`config.mk`:
```
export PLATFORM = sky130hd
export DESIGN_NAME = sincos_sched
export DESIGN_NICKNAME = d
export VERILOG_FILES = /design/src/rtl/sincos_sched.sv
export SDC_FILE = /design/constraint.sdc
export NUM_CORES = 1
export LEC_CHECK = 0
export CAP_MARGIN = 20
export CORE_UTILIZATION = 47
export CTS_CLUSTER_SIZE = 24
export DETAILED_ROUTE_END_ITERATION = 8
export GPL_TIMING_DRIVEN = 0
export PLACE_DENSITY = 0.93
export SLEW_MARGIN = 20
export SYNTH_ARGS = -nofsm -noshare
export SYNTH_HDL_FRONTEND = slang
export SYNTH_SLANG_ARGS = --single-unit
```
`constraint.sdc`:
```
create_clock -name clk -period 9.51 [get_ports clk]
set_input_delay 0.951 -clock clk [delete_from_list [all_inputs] [get_ports clk]]
set_output_delay 0.951 -clock clk [all_outputs]
set_load 0.1 [all_outputs]
```
`src/rtl/sincos_sched.sv`:
```
// Round-robin scheduler sharing one pipelined sincos unit among NUM_REQ requesters.
// A requester tag rides alongside each angle so every result goes back to the requester that issued it.
module sincos_sched #(
    parameter int NUM_REQ = 4,
    parameter int ID_W    = 2,
    parameter int ANGLE_W = 27,
    parameter int DATA_W  = 27,
    parameter int LATENCY = 20
) (
    input  logic                         clk,
    input  logic                         rst,
    input  logic                         en,
    input  logic [NUM_REQ-1:0]           req_valid,
    input  logic [NUM_REQ*ANGLE_W-1:0]   req_angle,
    output logic [NUM_REQ-1:0]           req_ready,
    output logic                         sc_en,
    output logic [ANGLE_W-1:0]           sc_angle,
    input  logic [DATA_W-1:0]            sc_sin,
    input  logic [DATA_W-1:0]            sc_cos,
    output logic [NUM_REQ-1:0]           res_valid,
    output logic [ID_W-1:0]              res_id,
    output logic [DATA_W-1:0]            res_sin,
    output logic [DATA_W-1:0]            res_cos,
    output logic                         busy
);

    function automatic logic [NUM_REQ-1:0] id_onehot(input logic [ID_W-1:0] id);
        id_onehot = NUM_REQ'(1) << id;
    endfunction

    logic [ID_W-1:0]              ptr_r;
    logic [ANGLE_W-1:0]           sc_angle_r;
    // Stage 0 travels with sc_angle; stage LATENCY lines up with sc_sin/sc_cos.
    logic [LATENCY:0]             tag_vld_r;
    logic [LATENCY:0][ID_W-1:0]   tag_id_r;

    logic [NUM_REQ-1:0]           res_valid_r;
    logic [ID_W-1:0]              res_id_r;
    logic [DATA_W-1:0]            res_sin_r;
    logic [DATA_W-1:0]            res_cos_r;

    logic [ANGLE_W-1:0]           angle_arr_s [NUM_REQ];
    logic [ID_W-1:0]              idx_s;
    logic [ID_W-1:0]              grant_id_s;
    logic                         any_valid_s;
    logic                         issue_s;
    logic [NUM_REQ-1:0]           grant_s;

    // Unpack the flat angle bus so the granted angle can be picked by tag.
    always_comb begin
        for (int k = 0; k < NUM_REQ; k++) begin
            angle_arr_s[k] = req_angle[k*ANGLE_W +: ANGLE_W];
        end
    end

    // Round-robin search starting just past the pointer; scanning backwards lets the nearest candidate win.
    always_comb begin
        idx_s       = '0;
        grant_id_s  = '0;
        any_valid_s = 1'b0;
        for (int i = NUM_REQ; i >= 1; i--) begin
            idx_s       = ID_W'((int'(ptr_r) + i) % NUM_REQ);
            grant_id_s  = req_valid[idx_s] ? idx_s : grant_id_s;
            any_valid_s = any_valid_s | req_valid[idx_s];
        end
        issue_s = en & any_valid_s;
        grant_s = issue_s ? id_onehot(grant_id_s) : '0;
    end

    // Issue register, round-robin pointer and tag pipeline; all freeze while en is low.
    always_ff @(posedge clk or posedge rst) begin
        if (rst) begin
            ptr_r      <= ID_W'(NUM_REQ - 1);
            sc_angle_r <= '0;
            tag_vld_r  <= '0;
            tag_id_r   <= '0;
        end else if (en) begin
            tag_vld_r <= {tag_vld_r[LATENCY-1:0], issue_s};
            tag_id_r  <= {tag_id_r[LATENCY-1:0], grant_id_s};
            if (issue_s) begin
                sc_angle_r <= angle_arr_s[grant_id_s];
                ptr_r      <= grant_id_s;
            end
        end
    end

    // Result capture; strobe only on enabled edges so a stall never repeats a result.
    always_ff @(posedge clk or posedge rst) begin
        if (rst) begin
            res_valid_r <= '0;
            res_id_r    <= '0;
            res_sin_r   <= '0;
            res_cos_r   <= '0;
        end else if (en && tag_vld_r[LATENCY]) begin
            res_valid_r <= id_onehot(tag_id_r[LATENCY]);
            res_id_r    <= tag_id_r[LATENCY];
            res_sin_r   <= sc_sin;
            res_cos_r   <= sc_cos;
        end else begin
            res_valid_r <= '0;
        end
    end

    assign req_ready = grant_s;
    assign sc_en     = en;
    assign sc_angle  = sc_angle_r;
    assign res_valid = res_valid_r;
    assign res_id    = res_id_r;
    assign res_sin   = res_sin_r;
    assign res_cos   = res_cos_r;
    assign busy      = |tag_vld_r;

endmodule

```
==> results.md <==
Timing:
- The worst clock skew on the final layout is between 0.015 and 0.02 ns.
- The post-route clock period utilization is 0.497.
- The final count of negative-setup-slack endpoints is 0.
- The tightest slew margin relative to the limit is 0.279.
- For the pin with the worst max-slew slack, the measured transition is between 1 and 1.5 ns.
- Setup repair after global routing left no endpoint under its margin.
- The total negative setup slack is 0 ns.
- The number of pins with negative max-slew slack in the final report is 0.
- The clock period could shrink to 4.73 ns.
- Based on the critical path, the design can be clocked at up to about 0.21 GHz.
- The count of final hold-check violations is 0.

Floorplan:
- In this run the core area contains 42 standard-cell rows.
- The effective utilization at floorplan is 0.483.
- The height of the die is between 100 and 150 um.
- The total area inside the core boundary comes to 13200 um2.
- The die span in x is between 100 and 150 um.
- The number of top-level pins is about 260.
- The overall die area is 14100 um2.

Final layout:
- Once layout is complete, the utilization of the core stands at 0.741.
- The finished cells cover 9820 um2.
- Of the cells placed in the final design, the portion with a size suffix greater than 1 is 0.219.
- From synthesis to final layout, the design area changed by 53.4%.
- For this run, the post-layout net count is about 900.

GRT:
- The number of global-route vias before repair is 5300.
- Entering global routing, the biggest net connects 110 pins.
- The initial antenna violation count is 1.
- The total congestion overflow after global routing is 0.
- The wire length of the first global-routing pass is 29100 um.
- For this run, the total global-route usage over all layers was measured as 0.272.

Logic synthesis:
- The register bit count reported by yosys is between 150 and 200.
- After synthesis, the largest family of logic cells by area is multiplexers.
- The cell count after synthesis came out at ~450.
- The multiplexer fraction of the synthesized cell area is 0.286.
- The number of warning messages in the yosys log is 0.
- In this run, synthesis inferred 0 flip-flops with an integrated enable.
- The synthesized netlist net count is around 620.
- The part of the Yosys area used for sequential elements is 0.594.
- The adder-cell share of the synthesized area is 0.
- The simple-gate share of the synthesized area is 0.0434.
- The most used flip-flop cell after synthesis is sky130_fd_sc_hd__dfrtp_1.
- The area of the mapped netlist is ~6400 um2.
- The synthesized-area fraction occupied by xor and xnor cells is 0.
- After synthesis, the netlist uses 30 different library cells.
- The proportion of register bits with asynchronous set or reset after synthesis is 1.00.
- The synthesized-area fraction occupied by ao, oa, aoi and oai cells is 0.0477.
- The average instance in the mapped netlist occupies around 14 um2.

Worst setup path:
- The worst setup path is launched from an input port.
- The kind of end point of the critical path is an output port.
- The minimum setup slack among reg-to-reg paths is 7.25 ns.
- The highest net fanout along the worst path is 10.
- The worst register-to-register path ends at sc_angle[9].
- The critical path is of the in2out type.
- The startpoint of the worst register-to-register path is ptr_r[1].
- The arrival time at the worst endpoint is between 3 and 4 ns.
- The most critical setup path has its endpoint at req_ready[2].
- In this run the worst setup path begins at req_valid[1].
- For the worst flop-to-flop path, the logic depth is 8.
- The required time reported for the critical path endpoint is about 8.6 ns.

Drt:
- After detailed routing, the number of vias per cell comes to roughly 5.3.
- The mean routed wirelength per cell is 20.0 um.
- The count of vias placed by the detailed router is ~5000.
- The sum of routed wire length over all layers is between 15000 and 20000 um.
- The remaining antenna violation count after routing is 0.
- The count of routing violations after the opening detailed-route iteration is between 300 and 400.
- The post-detailed-route DRC marker count is 0.
- Before antenna repair, the detailed router went through 5 iterations.

Placement:
- The instance area after placement is between 9000 and 10000 um2.
- The wire-length estimate of the detail-placed layout is 13500 um.
- The weighted congestion reported at the end of routability-driven placement is a little under 0.9.
- The count of input and output buffers is roughly 260.

Power and ir drop:
- The peak ir drop on the vdd network is around 230 uV.
- The switching power is 1900 uW.
- Of the total power, the share spent switching nets is 0.503.
- For this design the ratio of total power to cell area is roughly 380 nW/um2.
- The overall power is approximately 3800 uW.
- Summed over all cells, the static leakage comes to a little over 0.004 uW.
- The share of total power dissipated in combinational logic is 0.546.
- The cell-internal power is between 1500 and 2000 uW.
- The register share of total power is 0.288.
- The share of total power dissipated in the clock network is 0.166.

Clocking:
- The cell at the root of the clock tree is sky130_fd_sc_hd__clkbuf_16.
- Buffers inserted during clock tree synthesis total 17.
- TritonCTS built the clock tree.
- The buffer levels on the longest clock path is 2.
- The insertion delay to the later sink of the worst-skew pair is just over 0.4 ns.
- For this design, the CTS-stage hold fixing added 0 buffers.
- The H-tree was split into 4 levels.
- The number of cells upsized or downsized after cts is 0.
- Post-CTS timing repair inserted 0 buffers for setup.
- The tree built by TritonCTS fans out to about 150 sinks.
- Clock-pin slew was measured on the worst setup and hold paths at approximately 0.06 ns.

Hold path:
- The worst hold path begins at sc_angle[26].
- The path class of the tightest hold or removal check is reg2reg.
- The worst hold path passes through 2 cells.

Run:
- The max-capacitance violation count is 0.

Status:
- The run finished with clean final reports.
==> through the flow <==
step	setup slack [ns]	std cells	hold slack [ns]
finish	4.78	925	0.487
global route	4.65	925	0.513
CTS	4.82	924	0.487
detailed placement	4.82	892	0.474
global placement	2.82	891	0.469
floorplan	4.47	454	0.453
==> metal layers <==
metal	GRT usage	part of all wire	vias up
met5	0	0	-
met4	0.112	0.031	0
met3	0.0734	0.058	47
met2	0.485	0.54	182
met1	0.305	0.37	2505
li1	-	-	2214
==> flip-flops by register name (all words and copies together) (netlist names) <==
name	flops
tag_vld_r	21
res_id	2
tag_id_r	42
res_sin	27
sc_angle	27
res_cos	27
ptr_r	2
res_valid	4
==> power by group through the flow <==
stage | registers (uW) | logic (uW) | clock network [uW]
3_3_place_gp | 1060 | 2010 | 0
2_1_floorplan | 2180 | 405 | 0
5_1_grt | 1120 | 2110 | 661
6_report | 1090 | 2060 | 624
4_1_cts | 1080 | 2060 | 631
3_5_place_dp | 1080 | 2050 | 0
==> worst max-delay path, stage by stage <==
cell                              delay [ns]
sky130_fd_sc_hd__clkdlybuf4s50_1        0.50
sky130_fd_sc_hd__o41ai_2                0.59
sky130_fd_sc_hd__nand2b_1               0.25
sky130_fd_sc_hd__clkbuf_1               0.41
sky130_fd_sc_hd__nor2_1                 0.08
sky130_fd_sc_hd__clkdlybuf4s50_1        0.98
==> how the worst min path moves through the flow <==
| stage | endpoint |
|---|---|
| 2_1_floorplan | res_valid[2] |
| 3_3_place_gp | sc_angle[15] |
| 3_5_place_dp | sc_angle[1] |
| 4_1_cts | sc_angle[26] |
| 5_1_grt | sc_angle[14] |
| 6_report | sc_angle[26] |
==> placed cells by master, fill, tap and decap left out, types with 5 or more instances in the layout <==
| master | n |
|---|---|
| sky130_fd_sc_hd__clkdlybuf4s50_1 | 261 |
| sky130_fd_sc_hd__clkbuf_1 | 16 |
| sky130_fd_sc_hd__buf_2 | 8 |
| sky130_fd_sc_hd__mux2_2 | 114 |
| sky130_fd_sc_hd__mux2i_1 | 55 |
| sky130_fd_sc_hd__nor2_1 | 9 |
| sky130_fd_sc_hd__dfrtp_1 | 150 |
| sky130_fd_sc_hd__clkinv_2 | 5 |
| sky130_fd_sc_hd__clkbuf_16 | 17 |
| sky130_fd_sc_hd__o221ai_1 | 27 |
| sky130_fd_sc_hd__nand2_1 | 37 |
==> cells in the mapped netlist, types with 3 or more instances <==
cell                       instances  area [um2]
sky130_fd_sc_hd__a21oi_1           4        20.0
sky130_fd_sc_hd__buf_1             3        11.3
sky130_fd_sc_hd__buf_2             8        40.0
sky130_fd_sc_hd__buf_4             4        30.0
sky130_fd_sc_hd__buf_6             3        33.8
sky130_fd_sc_hd__clkbuf_1         12        45.0
sky130_fd_sc_hd__dfrtp_1         150        3750
sky130_fd_sc_hd__inv_1             4        15.0
sky130_fd_sc_hd__mux2_2          114        1280
sky130_fd_sc_hd__mux2i_1          55         551
sky130_fd_sc_hd__nand2_1          37         139
sky130_fd_sc_hd__nor2_1            9        33.8
sky130_fd_sc_hd__nor4_1            3        18.8
sky130_fd_sc_hd__o221ai_1         27         236
==> kinds of logic (layout without fill, tap and decap cells) <==
family | after synthesis | in the layout
muxes | 169 | 169
AOI/OAI and AO/OA | 37 | 37
and+or+nand+nor | 61 | 61
DFF | 152 | 152
buffers and inverters | 35 | 329
other | 0 | 1
==> area by class of cell <==
class	count	area, um2
Tap cell	176	220
Timing Repair Buffer	262	2640
Clock buffer	23	468
Clock inverter	9	77.6
Buffer	30	160
Sequential cell	152	3810
Antenna cell	1	2.50
Inverter	5	26.3
Fill cell	805	3420
Multi-Input combinational cell	267	2420
Note: power is estimated with default switching activity, not from simulation.
